[src/rtl/seq_chk_pkg.sv]
// rtl/seq_chk_pkg.sv - shared types for the sequence repetition checker
package seq_chk_pkg;

  typedef enum logic [1:0] {
    REP_CONSEC,
    REP_NONCONSEC,
    REP_GOTO,
    REP_RSVD
  } rep_mode_e;

  typedef enum logic {
    CHK_IDLE,
    CHK_OBSERVE
  } chk_state_e;

endpackage

[src/rtl/seq_chk_channel.sv]
// rtl/seq_chk_channel.sv - one a ##1 b[rep] checker: FSM, counters, latched config
module seq_chk_channel
  import seq_chk_pkg::*;
#(
  parameter int CNT_W = 8
) (
  input  logic             clk_i,
  input  logic             rst_i,
  input  logic             en_i,
  input  rep_mode_e        mode_i,
  input  logic [CNT_W-1:0] min_rep_i,
  input  logic [CNT_W-1:0] max_rep_i,
  input  logic [CNT_W-1:0] win_len_i,
  input  logic             a_i,
  input  logic             b_i,
  output logic             pass_o,
  output logic             fail_o,
  output logic             drop_o,
  output logic             busy_o
);

  localparam logic [CNT_W-1:0] CNT_MAX = '1;
  localparam logic [CNT_W-1:0] CNT_ONE = CNT_W'(1);

  chk_state_e       state_q, state_d;
  rep_mode_e        mode_q;
  logic [CNT_W-1:0] min_q, max_q, win_q, elapsed_q, cnt_q;
  logic [CNT_W-1:0] elapsed_nxt, cnt_nxt;
  logic             observing, trigger, win_end, decide, verdict;
  logic             pass_d, fail_d, drop_d, pass_q, fail_q, drop_q;

  assign observing   = (state_q == CHK_OBSERVE);
  assign trigger     = (state_q == CHK_IDLE) && en_i && a_i;
  assign elapsed_nxt = (elapsed_q == CNT_MAX) ? elapsed_q : elapsed_q + CNT_ONE;
  assign cnt_nxt     = (b_i && (cnt_q != CNT_MAX)) ? cnt_q + CNT_ONE : cnt_q;
  assign win_end     = (elapsed_nxt == win_q);

  // b-driven outcomes are tested before window expiry so they win on a shared edge
  always_comb begin
    decide  = 1'b0;
    verdict = 1'b0;
    case (mode_q)
      REP_CONSEC: begin
        if (min_q == '0 || (b_i && cnt_nxt >= min_q)) begin
          decide  = 1'b1;
          verdict = 1'b1;
        end else if (!b_i || win_end) begin
          decide = 1'b1;
        end
      end
      REP_GOTO: begin
        if (min_q == '0 || (b_i && cnt_nxt >= min_q)) begin
          decide  = 1'b1;
          verdict = 1'b1;
        end else if (win_end) begin
          decide = 1'b1;
        end
      end
      REP_NONCONSEC: begin
        if (max_q < min_q || cnt_nxt > max_q) begin
          decide = 1'b1;
        end else if (win_end) begin
          decide  = 1'b1;
          verdict = (cnt_nxt >= min_q);
        end
      end
      default: decide = 1'b1;
    endcase
  end

  always_ff @(posedge clk_i) begin
    if (rst_i) state_q <= CHK_IDLE;
    else       state_q <= state_d;
  end

  always_comb begin
    state_d = state_q;
    case (state_q)
      CHK_IDLE:    if (en_i && a_i) state_d = CHK_OBSERVE;
      CHK_OBSERVE: if (!en_i || decide) state_d = CHK_IDLE;
      default:     state_d = CHK_IDLE;
    endcase
  end

  always_comb begin
    pass_d = 1'b0;
    fail_d = 1'b0;
    drop_d = 1'b0;
    if (observing && en_i) begin
      drop_d = a_i;
      pass_d = decide && verdict;
      fail_d = decide && !verdict;
    end
  end

  // window length 0 behaves as a single-cycle window
  always_ff @(posedge clk_i) begin
    if (rst_i) begin
      mode_q    <= REP_CONSEC;
      min_q     <= '0;
      max_q     <= '0;
      win_q     <= CNT_ONE;
      elapsed_q <= '0;
      cnt_q     <= '0;
    end else if (trigger) begin
      mode_q    <= mode_i;
      min_q     <= min_rep_i;
      max_q     <= max_rep_i;
      win_q     <= (win_len_i == '0) ? CNT_ONE : win_len_i;
      elapsed_q <= '0;
      cnt_q     <= '0;
    end else if (observing) begin
      elapsed_q <= elapsed_nxt;
      cnt_q     <= cnt_nxt;
    end
  end

  always_ff @(posedge clk_i) begin
    if (rst_i) begin
      pass_q <= 1'b0;
      fail_q <= 1'b0;
      drop_q <= 1'b0;
    end else begin
      pass_q <= pass_d;
      fail_q <= fail_d;
      drop_q <= drop_d;
    end
  end

  assign pass_o = pass_q;
  assign fail_o = fail_q;
  assign drop_o = drop_q;
  assign busy_o = observing;

endmodule

[config.mk]
export PLATFORM = sky130hd
export DESIGN_NAME = seq_chk_channel
export DESIGN_NICKNAME = d
export VERILOG_FILES = /design/src/rtl/seq_chk_pkg.sv /design/src/rtl/seq_chk_channel.sv
export SDC_FILE = /design/constraint.sdc
export NUM_CORES = 1
export LEC_CHECK = 0
export ABC_AREA = 1
export CORE_MARGIN = 5
export CORE_UTILIZATION = 50
export CTS_CLUSTER_DIAMETER = 100
export DETAILED_ROUTE_END_ITERATION = 7
export PLACE_DENSITY_LB_ADDON = 0.08
export SLEW_MARGIN = 0
export SYNTH_ARGS = -nofsm -noshare
export SYNTH_HDL_FRONTEND = slang
export SYNTH_SLANG_ARGS = --single-unit
[constraint.sdc]
create_clock -name clk_i -period 2.66 [get_ports clk_i]
set_input_delay 0.266 -clock clk_i [delete_from_list [all_inputs] [get_ports clk_i]]
set_output_delay 0.266 -clock clk_i [all_outputs]
set_load 0.01 [all_outputs]
# Yosys cells after proc, flatten, opt, wreduce, memory -nomap -nowiden
# Cells that the tools add are included.
op_classes:
  add_sub_neg: 2
  order_cmp: 3
  n_eq_ne: 5
  n_mux: 16
  n_bitwise: 2
  reduce_logical: 21
op_table:
  columns: ["cell", "count"]
  rows:
  - ["$mux 8", 3]
  - ["$add 8x1->8 const B", 2]
  - ["$logic_not 8->1", 2]
  - ["$mux 1", 10]
  - ["$eq 8x8->1", 1]
  - ["$eq 8x8->1 const B", 1]
  - ["$ge 8x8->1", 1]
  - ["$gt 8x8->1", 1]
  - ["$logic_and 1x1->1", 8]
  - ["$lt 8x8->1", 1]
  - ["$ne 8x8->1 const B", 1]
  - ["$reduce_or 2->1", 3]
  - ["$logic_or 1x1->1", 4]
  - ["$pmux 1 s2", 2]
  - ["$logic_not 1->1", 3]
  - ["$pmux 1 s3", 1]
  - ["$eq 2x1->1 const B", 1]
  - ["$eq 2x2->1 const B", 1]
  - ["$logic_not 2->1", 1]
  - ["$not 1->1", 2]
word_totals:
  regBits: 46
  in_bits: 31
  out_inout_bits: 4
  word_cells: 59

# Depth between registers and ports, before layout
# Gate-level depths: netlist of the first run.
depth:
  depth_word: 11
  mapped_depth: 23

# Worst setup path after synthesis of the first run
# Ideal clock, no wire load.
synth_timing:
  path_kind: "reg2reg"
  start: "reg cnt_q[0]"
  end: "reg fail_q (netlist: fail_o)"
  setup_ns: 0.115
  t_arrival_ns: 2.652
  t_required_ns: 2.545
  path_slack_ns: -0.108
  path_stages_with_launch: 22
  n_path_buf: 0
  period_less_slack_ns: 2.768
  cell_sequence: "dfxtp_1 > ha_1 > inv_1 > nor2_1 > nand2_1 > nand2_1 > nor4_1 > and3_1 > nand3_1 > xor2_1 > inv_1 > ha_1 > nand2_1 > nor2_1 > a211oi_1 > nand2_1 > nand2_1 > nand3_1 > a21oi_1 > nand2_1 > nand2_1 > nor2_1"
synth_via:
  elab_chain_cells: 10
  word_cells_on_any_way: 19
  cone_classes: "add/sub (1); order compare (2); eq/ne (1); mux (9); reduce/logical (6)"
synth_rtl:
  columns: ["element", "line_no", "rtl"]
  rows:
  - ["from (decl)", "seq_chk_channel.sv:27", "logic [CNT_W-1:0] min_q, max_q, win_q, elapsed_q, cnt_q;"]
  - ["from (signal assigned)", "seq_chk_channel.sv:114", "cnt_q <= cnt_nxt;"]
  - ["parallel branches: the longest is 2 deep, another holds $add 8x1->8", null, null]
  - ["$mux 8 *", "seq_chk_channel.sv:35", "assign cnt_nxt = (b_i && (cnt_q != CNT_MAX)) ? cnt_q + CNT_ONE : cnt_q;"]
  - ["named net cnt_nxt[7]", "seq_chk_channel.sv:28", "logic [CNT_W-1:0] elapsed_nxt, cnt_nxt;"]
  - ["$ge 8x8->1", "seq_chk_channel.sv:44, seq_chk_channel.sv:52, seq_chk_channel.sv:64", null]
  - ["$logic_and 1x1->1", "seq_chk_channel.sv:44, seq_chk_channel.sv:52", null]
  - ["$logic_or 1x1->1", "seq_chk_channel.sv:44, seq_chk_channel.sv:52", null]
  - ["$mux 1", "seq_chk_channel.sv:44, seq_chk_channel.sv:52", null]
  - ["$pmux 1 s2", "seq_chk_channel.sv:42", "case (mode_q)"]
  - ["$logic_not 1->1", "seq_chk_channel.sv:92", "fail_d = decide && !verdict;"]
  - ["$logic_and 1x1->1 *", "seq_chk_channel.sv:92", null]
  - ["to (signal assigned)", "seq_chk_channel.sv:125", "fail_q <= fail_d;"]
  - ["to (decl)", "seq_chk_channel.sv:30", "logic pass_d, fail_d, drop_d, pass_q, fail_q, drop_q;"]
# Mark *: on every way through the listed nets, which the timed path passes.
# A chain may end at the register's enable or synchronous reset.

# Final worst setup path of the first run
layout_timing:
  start: "reg cnt_q[0]"
  end: "reg pass_q (netlist: pass_o)"
layout_via:
  elab_chain_cells: 9
  word_cells_on_any_way: 18
  cone_classes: "add/sub (1); order compare (2); eq/ne (1); mux (9); reduce/logical (5)"
layout_rtl:
  columns: ["element", "line_no", "rtl"]
  rows:
  - ["parallel branches: the longest is 2 deep, another holds $add 8x1->8", null, null]
  - ["$mux 8 *", "seq_chk_channel.sv:35", null]
  - ["named net cnt_nxt[7]", "seq_chk_channel.sv:28", null]
  - ["$ge 8x8->1", "seq_chk_channel.sv:44, seq_chk_channel.sv:52, seq_chk_channel.sv:64", null]
  - ["$logic_and 1x1->1", "seq_chk_channel.sv:44, seq_chk_channel.sv:52", null]
  - ["$logic_or 1x1->1", "seq_chk_channel.sv:44, seq_chk_channel.sv:52", null]
  - ["$mux 1 (on tied branches)", "seq_chk_channel.sv:52, seq_chk_channel.sv:44", null]
  - ["$pmux 1 s3 or $pmux 1 s2 (tied branches)", "seq_chk_channel.sv:42", null]
  - ["$logic_and 1x1->1 *", "seq_chk_channel.sv:91", "pass_d = decide && verdict;"]
  - ["to (signal assigned)", "seq_chk_channel.sv:124", "pass_q <= pass_d;"]
  - ["to (decl)", "seq_chk_channel.sv:30", null]
# Marked as above.

==> run_results.csv, run 1 <==
group,metric,value,unit
route,routed-wl-met3,252,um
layout,fin_util,0.679,
floorplanning,ios,35,
global_routing,grt_max_degree,20,
route,wl_per_cell,12.6,um
min_path,hold_path_class,"reg2reg",
placed_design,gp_congestion,0.846,
setup_path,reg2reg_to,"pass_o$_SDFF_PP0_",
timing,finalHoldViolations,0,
setup_path,critical_path_required,2910,ps
route,wl,6700,um
floorplanning,row_count,27,
status,status,"finished with violations",
setup_path,max_stage_delay,350,ps
power,power.internal,1.18,mW
timing,maxSlewViolCount,0,
cts,cts_tree,"done",
setup_path,cp_slowest_cell,"dfxtp_2",
route,met2_length,3250,um
synth,synthArstFlopShare,0,
setup_path,startpoint_type,"register",
synth,netlist_instances,396,
setup_path,cp_cell_sequence,"ha_4 > inv_4 > nor2_4 > nand2_2 > nand2_2 > nor4_4 > and3_4 > nand3_4 > xor2_2 > inv_2 > buf_6 > ha_4 > nand2_4 > nor2_2 > a211oi_2 > nand2_1 > buf_4 > nand2_1 > nor2_2 > nand2_1 > a21oi_2 > nand2_1 > nor2_1",
synth,yosysMostFrequentCell,"nand2_1",
global_routing,grt_remaining_overflow,0,
route,drt_iter0_drc,125,
timing,whs,482,ps
floorplanning,die_h,84.4,um
synth,yosysSeqAreaShare,0.333,
power,ir_drop,228,uV
power,sw_frac_of_total,0.298,
floorplanning,core_area,5440,um^2
job,maxCapViolCount,0,
power,netSwitchingPower,502,uW
global_routing,grt_use_total,0.192,
synth,synth_commonest_cells,"93 x nand2_1, 68 x inv_1, 46 x dfxtp_1, 41 x o21ai_0, 27 x ha_1",
timing,period_share,1.15,
setup_path,crit_end,"pass_o$_SDFF_PP0_",
setup_path,crit_arrival,3300,ps
route,viasPerCell,4.96,
status,violations,"setup timing",
timing,fmax,328,MHz
cts,clock-root-buffer,"clkbuf_8",
setup_path,crit_path_start,"cnt_q[0]$_SDFFE_PP0P_",
setup_path,cp_max_fo,2,
setup_path,ff2ff_path_depth,23,
layout,area_growth,33.6,%
route,drcViolationCount,0,
power,pwr-share-comb,0.241,
synth,synth_area_leaders,"dfxtp_1 33%, nand2_1 13%, ha_1 12%",
floorplanning,start_util,0.508,
synth,ys_types,34,
timing,finClkSkew,17.1,ps
layout,antenna_cells,0,
synth,synth_flop_cell,"dfxtp_1",
global_routing,grt_pass1_wl,11200,um
floorplanning,die_w,84.4,um
route,top_layer,"met4",
route,vias,2633,
setup_path,regToRegSetupSlack,-390,ps
setup_path,crit_path_frequent_cell,"nand2_1",
cts,path_clk_slew,100,ps
placed_design,portBuffers,34,
global_routing,grt_pass1_vias,2566,
timing,period_minus_slack,3050,ps
floorplanning,dieArea,7120,um^2
layout,drive_gt1_frac,0.183,
placed_design,dp_hpwl,4850,um
power,p_leak,1.73,nW
synth,synth_top_area_cell,"dfxtp_1",
synth,synth.top_cell.area_share,0.333,
route,ant_nets,0,
synth,synth_area,2770,um^2
timing,fin_tns_setup,-1070,ps
timing,tightest_slew,485,ps
power,pwr-share-seq,0.443,
setup_path,crit_path_end_kind,"register",
layout,nNetsFinal,516,
power,p_per_area,456,nW/um^2
timing,fin_ws,-392,ps
synth,syn_avg_cell_area,6.98,um^2
timing,slew_headroom,0.676,
global_routing,antenna_found_initial,0,
synth,ys_ff_latch,46,
cts,clock_latency,320,ps
timing,grt_setup_unrepaired,"true",
timing,setup_violations,3,
route,firstDrtPassIters,4,
setup_path,worstSetupPathType,"reg2reg",
route,wirelength_met1,3060,um
cts,clock_sinks,46,
cts,clockBufferDepth,2,
cts,cts_buffers,5,
cts,htree_levels,2,
setup_path,regToRegStartpoint,"cnt_q[0]$_SDFFE_PP0P_",
synth,ys_warn_count,0,
power,clock_power_share,0.316,
synth,syn-num-nets,454,
synth,synth_edf_count,0,
==> logic make-up (layout without fill, tap and decap cells) <==
family | count (synthesis) | after routing | share of synthesized area
fa+ha+maj | 27 | 27 | 0.122
flops | 46 | 46 | 0.333
xor+xnor | 12 | 12 | 0.0380
simple gates | 158 | 158 | 0.255
buf+inv | 81 | 144 | 0.110
compound gates | 72 | 72 | 0.142
==> worst max-delay path, delay by kind of cell, from the launching register on <==
| family | cells | cell delay (ps) |
|---|---|---|
| flip-flops | 1 | 350 |
| buffers and inverters | 4 | 370 |
| AO/OA/AOI/OAI | 2 | 200 |
| XOR/XNOR | 1 | 200 |
| adder cells (fa/ha/maj) | 2 | 440 |
| AND/OR/NAND/NOR | 14 | 1440 |
==> cell usage in the layout (no fill, tap or decap), drive strengths merged, types with 2 or more instances in the layout <==
master | Yosys | routed
a211oi | 2 | 2
a21oi | 21 | 21
buf | 1 | 30
clkbuf | 8 | 5
clkdlybuf4s50 | 0 | 34
clkinv | 0 | 2
dfxtp | 46 | 46
ha | 27 | 27
inv | 72 | 72
nand2 | 96 | 96
nand3 | 23 | 23
nand4 | 3 | 3
nor2 | 26 | 26
nor3 | 4 | 4
nor4 | 3 | 3
o211ai | 2 | 2
o21ai | 43 | 43
xor2 | 11 | 11
==> per-stage QoR <==
step / worst slack [ps] / area, um^2 / power, mW / instances
after CTS: -197 / 3550 / 1.66 / 529
after detailed placement: -301 / 3290 / 1.12 / 509
after floorplan: -2.60 / 2780 / 0.994 / 396
after global placement: -240 / 3290 / 1.11 / 509
final: -392 / 3690 / 1.68 / 531
after global routing: -654 / 3690 / 1.79 / 531
==> routing by layer <==
layer / track usage / vias to the layer above
met5: 0 / -
met4: 0.0604 / 0
met3: 0.0432 / 12
met2: 0.343 / 46
met1: 0.229 / 1182
li1: - / 1393
==> worst min path at each step <==
stage | from | depth (start not counted) | slack [ps] | to
2_1_floorplan | win_len_i[4] | 2 | 370 | win_q[4]$_SDFFE_PP0P_
6_report | win_q[4]$_SDFFE_PP0P_ | 2 | 480 | win_q[4]$_SDFFE_PP0P_
3_3_place_gp | win_q[4]$_SDFFE_PP0P_ | 2 | 460 | win_q[4]$_SDFFE_PP0P_
5_1_grt | win_q[4]$_SDFFE_PP0P_ | 2 | 500 | win_q[4]$_SDFFE_PP0P_
3_5_place_dp | win_q[4]$_SDFFE_PP0P_ | 2 | 460 | win_q[4]$_SDFFE_PP0P_
4_1_cts | win_q[4]$_SDFFE_PP0P_ | 2 | 480 | win_q[4]$_SDFFE_PP0P_
==> power by group through the flow <==
stage	Clock, mW	Combinational (mW)	Sequential, mW
after floorplan	0	0.236	0.757
after global placement	0	0.351	0.760
after detailed placement	0	0.360	0.760
after CTS	0.537	0.378	0.745
after global routing	0.580	0.460	0.751
final	0.533	0.406	0.746
==> state kept, by name (all words and copies together) (netlist names) <==
name       cells
cnt_q          8
elapsed_q      8
max_q          8
min_q          8
win_q          8
mode_q         2
busy_o         1
drop_o         1
fail_o         1
pass_o         1
==> cell type report <==
type                       instances  area [um^2]
clock buffer                       5         68.8
clock inverter                     3         40.0
fill                             464         1750
inverter                          72          273
multi-input combinational        269         1730
sequential                        46          923
tap                               72         90.1
timing repair buffer              64          569
==> what timing repair did <==
action / in CTS / in global routing
endpoints found under the hold margin: 0 / 0
pin swaps: 8 / 21
hold buffers: 0 / 0
setup endpoints to repair: 3 / 3
resized for setup: 13 / 23
setup buffers: 12 / 2
(Power assumes the default switching activity.)
==> inputs of run 2 (changes only) <==
--- a/config.mk
+++ b/config.mk
@@ -10,6 +10,7 @@
 export CORE_UTILIZATION = 50
 export CTS_CLUSTER_DIAMETER = 100
 export DETAILED_ROUTE_END_ITERATION = 7
+export MAX_ROUTING_LAYER = met4
 export PLACE_DENSITY_LB_ADDON = 0.08
 export SLEW_MARGIN = 0
 export SYNTH_ARGS = -nofsm -noshare
==> run_results.csv, run 2 (synthesized netlist as in run 1, its figures left out) <==
group,metric,value,unit
floorplanning,die_h,84.4,um
setup_path,crit_arrival,3300,ps
timing,period_share,1.15,
floorplanning,start_util,0.508,
layout,area_growth,33.6,%
cts,clockBufferDepth,2,
cts,clock-root-buffer,"clkbuf_8",
layout,drive_gt1_frac,0.183,
floorplanning,ios,35,
timing,finalHoldViolations,0,
route,wl_per_cell,12.6,um
floorplanning,core_area,5440,um^2
cts,cts_buffers,5,
setup_path,critical_path_required,2910,ps
global_routing,grt_max_degree,20,
route,viasPerCell,4.96,
timing,finClkSkew,13.8,ps
route,wl,6690,um
power,p_leak,1.73,nW
setup_path,startpoint_type,"register",
global_routing,grt_pass1_wl,11200,um
global_routing,grt_remaining_overflow,0,
cts,cts_tree,"done",
timing,maxSlewViolCount,0,
timing,fmax,328,MHz
route,drt_iter0_drc,121,
cts,clock_latency,320,ps
layout,final_cells,531,
job,maxCapViolCount,0,
timing,fin_ws,-390,ps
placed_design,dp_cells,509,
route,drcViolationCount,0,
cts,clock_sinks,46,
status,status,"finished with violations",
setup_path,cp_max_fo,2,
floorplanning,row_count,27,
min_path,hold_path_class,"reg2reg",
route,vias,2633,
power,p_per_area,456,nW/um^2
global_routing,grt_pass1_vias,2572,
layout,mostFrequentLayoutCells,"87 x nand2_1, 65 x inv_1, 44 x dfxtp_1, 41 x o21ai_0, 34 x clkdlybuf4s50_1",
setup_path,crit_path_end_kind,"register",
floorplanning,dieArea,7120,um^2
layout,nNetsFinal,516,
placed_design,gp_congestion,0.859,
timing,setup_violations,3,
timing,tightest_slew,484,ps
cts,path_clk_slew,100,ps
layout,fin_area,3690,um^2
floorplanning,die_w,84.4,um
layout,antenna_cells,0,
placed_design,portBuffers,34,
placed_design,placed_area,3290,um^2
timing,period_minus_slack,3050,ps
setup_path,worstSetupPathType,"reg2reg",
global_routing,antenna_found_initial,0,
status,violations,"setup timing",
route,firstDrtPassIters,6,
power,ir_drop,228,uV
placed_design,dp_hpwl,4850,um
cts,htree_levels,2,
layout,fin_util,0.679,
route,ant_nets,0,
layout,final_common_cell,"nand2_1",
global_routing,grt_use_total,0.198,
timing,grt_setup_unrepaired,"true",
timing,slew_headroom,0.677,
layout,fillers,464,
-- run 2: metal layers --
metal	share of wire	GRT usage	up-vias	wire, um
li1	-	-	1393	-
met1	0.45	0.229	1182	3040
met2	0.49	0.343	46	3260
met3	0.039	0.0432	12	261
met4	0.019	0.0604	0	129
met5	0	-	-	0
-- run 2: repair_timing --
action / in CTS / in global routing
setup buffers: 12 / 2
gates cloned: 0 / 0
resized for setup: 13 / 23
hold buffers: 0 / 0
pin swaps: 8 / 21
setup endpoints to repair: 3 / 3
-- run 2: layout make-up --
class | instances | area, um^2 | share of cell area
multi-input combinational | 269 | 1730 | 0.468
sequential | 46 | 923 | 0.250
timing repair buffer | 64 | 569 | 0.154
inverter | 72 | 273 | 0.0738
tap | 72 | 90.1 | 0.0244
clock buffer | 5 | 68.8 | 0.0186
clock inverter | 3 | 40.0 | 0.0108
-- run 2: final timing paths --
| kind | start | end | slack, ps | depth (start not counted) |
|---|---|---|---|---|
| setup / recovery | cnt_q[0]$_SDFFE_PP0P_ | pass_o$_SDFF_PP0_ | -390 | 23 |
| hold / removal | win_q[4]$_SDFFE_PP0P_ | win_q[4]$_SDFFE_PP0P_ | 480 | 2 |
| setup reg to reg | cnt_q[0]$_SDFFE_PP0P_ | pass_o$_SDFF_PP0_ | -390 | 23 |
| hold reg to reg | win_q[4]$_SDFFE_PP0P_ | win_q[4]$_SDFFE_PP0P_ | 480 | 2 |
-- run 2: through the flow --
stage	power [mW]	setup TNS, ps	hold slack, ps	setup slack [ps]
floorplan	0.994	-2.60	369	-2.60
global placement	1.11	-638	462	-240
detailed placement	1.12	-809	463	-301
CTS	1.66	-527	485	-197
global route	1.79	-1810	502	-654
finish	1.68	-1060	481	-390
-- run 2: worst max-delay path, cell delays in order (launching register included) --
cell and delay [ps]:
dfxtp_2 350, ha_4 160, inv_4 60, nor2_4 40, nand2_2 70, nand2_2 80
nor4_4 320, and3_4 270, nand3_4 70, xor2_2 200, inv_2 90, buf_6 120
ha_4 280, nand2_4 50, nor2_2 120, a211oi_2 40, nand2_1 80, buf_4 100
nand2_1 50, nor2_2 70, nand2_1 60, a21oi_2 160, nand2_1 60, nor2_1 90
-- run 2: where the power goes --
part / internal, mW / switching (mW) / total [mW]
sequential: 0.722 / 0.0233 / 0.746
combinational: 0.183 / 0.223 / 0.406
clock: 0.277 / 0.254 / 0.531
==> edit (flow settings as in run 1) <==
Put a register stage on the output `busy_o`, cleared by the reset. The value now appears one clock later. The other outputs are not delayed to match.
--- a/src/rtl/seq_chk_channel.sv
+++ b/src/rtl/seq_chk_channel.sv
@@ -131,5 +131,11 @@
   assign fail_o = fail_q;
   assign drop_o = drop_q;
-  assign busy_o = observing;
+  always_ff @(posedge clk_i) begin
+    if (rst_i) begin
+      busy_o <= '0;
+    end else begin
+      busy_o <= observing;
+    end
+  end
 
 endmodule
Formal check against the unedited RTL: not equivalent (a bounded check fails within 4 cycles, from zero or initial values and one cycle with rst_i high).
==> edit against run 1 <==
The flow still finishes with violations (negative setup slack); setup slack gained 200 ps; sequential cell count grew 1; total power shrank 5.6%; routed wire length shrank 2.6%; design area shrank 1.6%; highest routed layer unchanged; maximum frequency grew 7.1%; area after synthesis grew 0.81%; count of clock-buffer cells in the layout grew 2; worst hold slack lost 10 ps; sequential power grew 2%.
==> edit: results (changes against run 1) <==
[outcome]
status = finished with violations
violations = negative setup slack

[power_and_ir_drop]
p_sw_mw = 0.483  ; -3.8%
pwr-share-seq = 0.477  ; +0.034
ir_drop_uv = 228  ; -0.14%
powerDensity_nw_per_um2 = 437  ; -4.1%

[finish]
multi_input_area_share = 0.475  ; +0.00672
signal_buffers = 57  ; -11%
layoutNonFillerInstCount = 527  ; -0.75%
multi_input_gates = 271  ; +0.74%
n_clock_buffer = 7  ; +2
fillCellCount = 500  ; +7.8%
buffer_area_frac = 0.145  ; -0.00960
clk_share = 0.0224  ; -0.00710
drive_gt1_frac = 0.160  ; -0.0226
seq_share = 0.259  ; +0.00912
final_core_util = 0.664  ; -0.0147

[yosys]
syn_nets = 458  ; +0.88%
synth_cell_types = 32  ; -5.9%
yosys-top-cells-area = dfxtp_1, nand2_1, ha_1
synth-seq-area-share = 0.338  ; +0.00449
netlist_top_cells_count = nand2_1, inv_1, dfxtp_1
synth_seq_cells = 47  ; +2.2%

[worst_setup_path]
rr_worst_depth = 21  ; -8.7%
worstPathMaxFanout = 3  ; +1

[global_route]
grt_usage = 0.187  ; -0.00565
met2_usage = 0.351  ; +0.00799
grt_pass1_wl_um = 11100  ; -0.92%
met1_usage = 0.216  ; -0.0131
use_met3 = 0.0343  ; -0.00883

[drt]
drt_iter0_drc = 76  ; -39%
totalWireLength_um = 6520  ; -2.6%

[timing]
slew_headroom = 0.511  ; -0.166
finalClockSkew_ps = 5.09  ; -12.0 ps
layout_setup_ws_ps = -190  ; +201 ps
fin_setup_tns_ps = -443  ; +631 ps
setup_viol = 3  ; unchanged

[clock_tree]
clkTransAtPathRegs_ps = 80  ; -20 ps

[placement]
post-place-cells = 511  ; +0.39%
place.gp.congestion = 0.887  ; +4.9%

[floorplanning]
die_x_um = 84.7  ; +0.36%

[edit: timing repair]
item / 4_1_cts / 5_1_grt
resized for setup: 16 / 18
endpoints found under the setup margin: 3 / 3
pin swaps: 12 / 15
setup buffers: 5 / 3
[edit: metal layers]
metal / vias to the layer above / wire length, um
met3: 9 / 187
met4: 0 / 80
met1: 1192 / 2850
li1: 1386 / -
met2: 39 / 3410
met5: - / 0
[edit: worst max-delay path, delay by kind of cell (launching register included)]
family | cells | cell delay (ps)
compound gates | 1 | 150
xor+xnor | 1 | 150
buf+inv | 2 | 140
simple gates | 15 | 1560
fa+ha+maj | 2 | 470
flops | 1 | 330
[edit: cell families after synthesis]
group / count (synthesis) / synth area share
XOR/XNOR: 9 / 0.0283
adder cells (fa/ha/maj): 27 / 0.121
buffers and inverters: 82 / 0.113
AND/OR/NAND/NOR: 158 / 0.253
AO/OA/AOI/OAI: 77 / 0.147
flip-flops: 47 / 0.338
